### src/rtl/pc_update.sv
// Fetch-stage PC register. Each cycle it loads the source named by PC_select
// as the next fetch PC and tracks the BOOT/RUN/HOLD state. It also produces
// registered redirect/flush/fetch_valid flags and a saturating hold-cycle
// counter. Every output comes straight from a flop.
module pc_update #(
   parameter int              PC_W        = 16,
   parameter int              FETCH_WIDTH = 4,
   parameter logic [PC_W-1:0] RESET_VEC   = '0,
   parameter int              STALL_CNT_W = 16
) (
   input  logic                   clk,
   input  logic                   rst,
   input  logic [2:0]             PC_select,
   input  logic [PC_W-1:0]        pc_pred0,
   input  logic [PC_W-1:0]        pc_pred1,
   input  logic [PC_W-1:0]        pc_jump,
   input  logic [PC_W-1:0]        pc_recovery,
   input  logic [PC_W-1:0]        pc_bhndlr,
   input  logic [2:0]             fetch_inc,
   output logic [PC_W-1:0]        pc,
   output logic                   fetch_valid,
   output logic                   redirect,
   output logic                   flush,
   output logic [STALL_CNT_W-1:0] stall_cnt
);

   typedef enum logic [1:0] {
      BOOT = 2'd0,
      RUN  = 2'd1,
      HOLD = 2'd2
   } state_t;

   localparam logic [PC_W-1:0] MAX_STEP = PC_W'(FETCH_WIDTH);

   state_t                   state, state_next;
   logic [PC_W-1:0]          pc_next;
   logic [PC_W-1:0]          step;
   logic                     fetch_valid_next;
   logic                     redirect_next;
   logic                     flush_next;
   logic [STALL_CNT_W-1:0]   stall_cnt_next;

   // Sequential step: out-of-range or zero fetch_inc falls back to a full fetch width.
   always_comb begin
      if (fetch_inc != 3'd0 && PC_W'(fetch_inc) <= MAX_STEP)
         step = PC_W'(fetch_inc);
      else
         step = MAX_STEP;
   end

   // Next-PC mux and registered-flag decode from the select code.
   always_comb begin
      // NOTE: every combinational output gets a default first so no path can infer a latch.
      pc_next          = pc;
      fetch_valid_next = 1'b0;
      redirect_next    = 1'b0;
      flush_next       = 1'b0;
      case (PC_select)
         3'd0: begin pc_next = pc_pred0;    fetch_valid_next = 1'b1; redirect_next = 1'b1; end
         3'd1: begin pc_next = pc_pred1;    fetch_valid_next = 1'b1; redirect_next = 1'b1; end
         3'd2: begin pc_next = pc_jump;     fetch_valid_next = 1'b1; redirect_next = 1'b1; end
         3'd3: begin
            pc_next          = pc_recovery;
            fetch_valid_next = 1'b1;
            redirect_next    = 1'b1;
            flush_next       = 1'b1;
         end
         3'd4: begin pc_next = pc_bhndlr;   fetch_valid_next = 1'b1; redirect_next = 1'b1; end
         3'd5: begin pc_next = pc + step;   fetch_valid_next = 1'b1; end
         3'd6: pc_next = pc;
         3'd7: pc_next = RESET_VEC;
      endcase
   end

   // BOOT/RUN/HOLD transitions: code 6 parks in HOLD, code 7 returns to BOOT.
   always_comb begin
      state_next = state;
      case (state)
         BOOT: begin
            if (PC_select == 3'd7)      state_next = BOOT;
            else if (PC_select == 3'd6) state_next = HOLD;
            else                        state_next = RUN;
         end
         RUN, HOLD: begin
            if (PC_select == 3'd6)      state_next = HOLD;
            else if (PC_select == 3'd7) state_next = BOOT;
            else                        state_next = RUN;
         end
         default: state_next = BOOT;
      endcase
   end

   // Hold-cycle counter: counts each edge that enters or stays in HOLD, sticks at all-ones.
   always_comb begin
      stall_cnt_next = stall_cnt;
      if (state_next == HOLD && stall_cnt != '1)
         stall_cnt_next = stall_cnt + 1'b1;
   end

   // State and output registers; rst wins over every other input.
   always_ff @(posedge clk) begin
      // NOTE: sequential state uses non-blocking assignments so all flops update together.
      if (rst) begin
         state       <= BOOT;
         pc          <= RESET_VEC;
         fetch_valid <= 1'b0;
         redirect    <= 1'b0;
         flush       <= 1'b0;
         stall_cnt   <= '0;
      end else begin
         state       <= state_next;
         pc          <= pc_next;
         fetch_valid <= fetch_valid_next;
         redirect    <= redirect_next;
         flush       <= flush_next;
         stall_cnt   <= stall_cnt_next;
      end
   end

endmodule

### config.mk
export PLATFORM = sky130hd
export DESIGN_NAME = pc_update
export DESIGN_NICKNAME = d
export VERILOG_FILES = /design/src/rtl/pc_update.sv
export SDC_FILE = /design/constraint.sdc
export NUM_CORES = 1
export LEC_CHECK = 0
export CORE_MARGIN = 4
export CORE_UTILIZATION = 25
export CTS_CLUSTER_DIAMETER = 200
export DETAILED_ROUTE_END_ITERATION = 12
export GPL_TIMING_DRIVEN = 0
export PLACE_DENSITY = 0.57
export SYNTH_ARGS = -nofsm -noshare
export SYNTH_HDL_FRONTEND = slang
export SYNTH_SLANG_ARGS = --single-unit
### constraint.sdc
create_clock -name clk -period 3.87 [get_ports clk]
set_input_delay 0.774 -clock clk [delete_from_list [all_inputs] [get_ports clk]]
set_output_delay 0.774 -clock clk [all_outputs]
set_load 0.01 [all_outputs]
==> results.json <==
{
  "cp.required_ns": 4.05,
  "clk_path_buf_depth": 2,
  "worst_clock_skew_ns": 0.00177,
  "firstDrtPassIters": 4,
  "dp_hpwl_um": 8450,
  "pin_count": 123,
  "pwr-share-comb_pct": 29.0,
  "finalHoldViolCount": 0,
  "async_flop_share_pct": 0,
  "tns_ns": 0,
  "grt_max_degree": 13,
  "intPower_mw": 0.786,
  "critPathKind": "primary input to flip-flop",
  "tritoncts": "yes",
  "ir_worst_vdd_mv": 0.179,
  "die_area_um2": 12900,
  "end_kind": "flip-flop",
  "yosysUniqueCellTypes": 66,
  "fp-row-count": 38,
  "drtIter0Drc": 161,
  "maxCapViolCount": 0,
  "clockRootBuffer": "clkbuf_8",
  "post-route-period-util_pct": 91.2,
  "synth_seq_area_share_pct": 26.7,
  "startpoint_type": "primary input",
  "synth.avg_cell_area_um2": 8.11,
  "grt_pass1_vias": 3150,
  "grt.overflow.total": 0,
  "power_density_nw_per_um2": 256,
  "finalMaxSlewViolations": 0,
  "p_switching_mw": 0.310,
  "rsz0062_at_grt": "no",
  "yosys_warnings": 0,
  "clkTransAtPathRegs_ns": 0.08,
  "place_area_um2": 4160,
  "synthesis.area_um2": 2780,
  "syn_to_final_growth_pct": 54.5,
  "numClockSinks": 37,
  "arrival_ns": 3.71,
  "core_um2": 10800,
  "netlist_instances": 342,
  "holdWs_ns": 0.526,
  "track_usage_pct": 16.2,
  "setup_viol": 0,
  "start_util_pct": 25.6,
  "synth_fp_nets": 439,
  "reg2reg_slack_ns": 1.56,
  "final_antenna_net_count": 0,
  "status": "completed",
  "post_cts_buffers": 0,
  "slew_headroom_pct": 54.1,
  "swShare_pct": 28.2,
  "vias_per_cell": 5.11,
  "seqPwrFrac_pct": 38.7,
  "clk_latency_ns": 0.29,
  "p_leak_nw": 1.57,
  "fin_nets": 567,
  "worst-path-max-fanout": 4,
  "wl_per_cell_um": 17.5,
  "drive_above_1_share_pct": 9.98,
  "wl_um": 10700,
  "grt_pass1_wl_um": 16700,
  "ys_ff_latch": 37,
  "synth_edf_count": 0,
  "holdCritPathClass": "flip-flop to flip-flop",
  "htreeDepth": 2,
  "gp_congestion": 0.865,
  "synthFlopType": "dfxtp_1",
  "cts-buffers-inserted": 5,
  "vias": 3124,
  "antenna_found_initial": 0,
  "insertedDiodeCount": 0,
  "fill_cells": 1137,
  "clock.fmax_mhz": 283,
  "dieHeight_um": 113,
  "die_w_um": 113,
  "postLayoutCellArea_um2": 4290,
  "io_buffers": 121,
  "drc": 0,
  "pwr-share-clk_pct": 32.3,
  "tightest_slew_ns": 0.687,
  "period_minus_slack_ns": 3.53
}
## state kept, by name, summed over array words and instances (netlist names)
signal,cells
fetch_valid,1
flush,1
pc,16
redirect,1
stall_cnt,16
state,2
## synthesized netlist by cell type (all sizes together), types with 3 or more instances
cell	n	share of area (%)
mux2i	9	3.2
nor3	8	1.8
clkbuf	6	0.81
buf	17	3.9
inv	14	1.9
nor2b	6	1.4
a211oi	3	0.81
nand2b	8	1.8
o221ai	7	2.4
o21ai	20	3.7
o22ai	3	0.68
nand3b	4	1.5
a2111oi	7	2.8
nor4	4	1.1
a22oi	3	0.81
and2	3	0.68
nand4	9	2.0
nand2	17	2.3
nor2	37	5.0
mux2	9	3.7
a21oi	15	2.8
o32ai	4	1.3
dfxtp	37	27
xnor2	4	1.3
xor2	19	6.0
and4	3	0.95
ha	8	3.6
and3	8	1.8
a221oi	3	0.95
nand3	20	3.8
## power groups by stage
stage / Sequential, mW / Combinational (mW) / Clock, mW
after floorplan: 0.435 / 0.140 / 0
after detailed placement: 0.432 / 0.319 / 0
after global placement: 0.432 / 0.315 / 0
after global routing: 0.427 / 0.347 / 0.378
final: 0.424 / 0.318 / 0.355
after CTS: 0.423 / 0.321 / 0.366
## cell families (layout without fill, tap and decap cells)
family                     Yosys count  in the layout  share of synthesized area, %
and+or+nand+nor                    134            134                          26.2
AOI/OAI and AO/OA                   84             84                          22.0
DFF                                 37             37                          26.7
buffers and inverters               37            166                          6.58
xor gates and xnor gates            23             23                          7.26
muxes                               18             18                          6.90
adders and majority gates            9              9                          4.33
## path summary, 6_finish.rpt
kind,from,cells after the start,endpoint
worst max-delay path,fetch_inc[0],11,pc[12]
worst min-delay path,pc[2],2,pc[2]
worst max register to register,pc[0],7,pc[12]
worst min register to register,pc[2],2,pc[2]
## through the flow
stage               utilization (%)  worst slack (ns)  total power, mW  cells
floorplan                         -             0.711            0.574    342
global placement               38.4           -0.0817            0.748    603
detailed placement             38.4           -0.0790            0.751    603
CTS                            39.5             0.203             1.11    611
global route                   39.5             0.148             1.15    611
finish                         39.5             0.342             1.10    611
## cells in the final DEF (no fill, tap or decap), types with 4 or more instances in the layout
cell type,netlist,final
nand3_1,19,19
nand2b_1,8,8
mux2i_1,9,9
mux2_2,8,8
nor2_1,37,37
ha_1,8,8
o221ai_1,6,6
o32ai_1,4,4
nand2_1,17,17
o21ai_1,11,11
and3_1,8,8
nand4_1,9,9
clkbuf_1,6,6
nor2b_1,6,6
clkdlybuf4s50_1,0,121
nor3_1,7,7
inv_1,11,11
xnor2_1,4,4
o21ai_0,8,8
buf_2,11,11
a21oi_1,14,14
xor2_1,19,19
dfxtp_1,37,37
clkbuf_8,0,6
## layer usage
layer  GRT usage (%)  share of wire (%)  vias up
li1                -                  -     1520
met1            19.9                 42     1487
met2            28.5                 48      113
met3            5.35                9.2        4
met4            1.92               0.79        0
met5               0                  0        -
## final cells by class
cell class	count	area [um^2]	share of cell area, %
tap	140	175	4.09
buffer	23	130	3.04
sequential	37	741	17.3
clock inverter	2	37.5	0.876
inverter	14	52.6	1.23
timing repair buffer	121	1210	28.3
multi-input combinational	268	1860	43.3
clock buffer	6	82.6	1.93
## worst max-delay path: stages
cell and delay (ns):
clkdlybuf4s50_1 0.41, or2_2 0.29, ha_1 0.27, nor2b_1 0.13, ha_1 0.17, inv_1 0.05, fa_1 0.37, nand2b_1 0.24
a2111oi_2 0.53, nor2_1 0.09, a2111oi_1 0.37
## repair_timing
item,4_1_cts,5_1_grt
endpoints found under the hold margin,0,0
setup endpoints to repair,0,1
hold buffers,0,0
gates resized for setup,0,1
(Power assumes the default switching activity.)
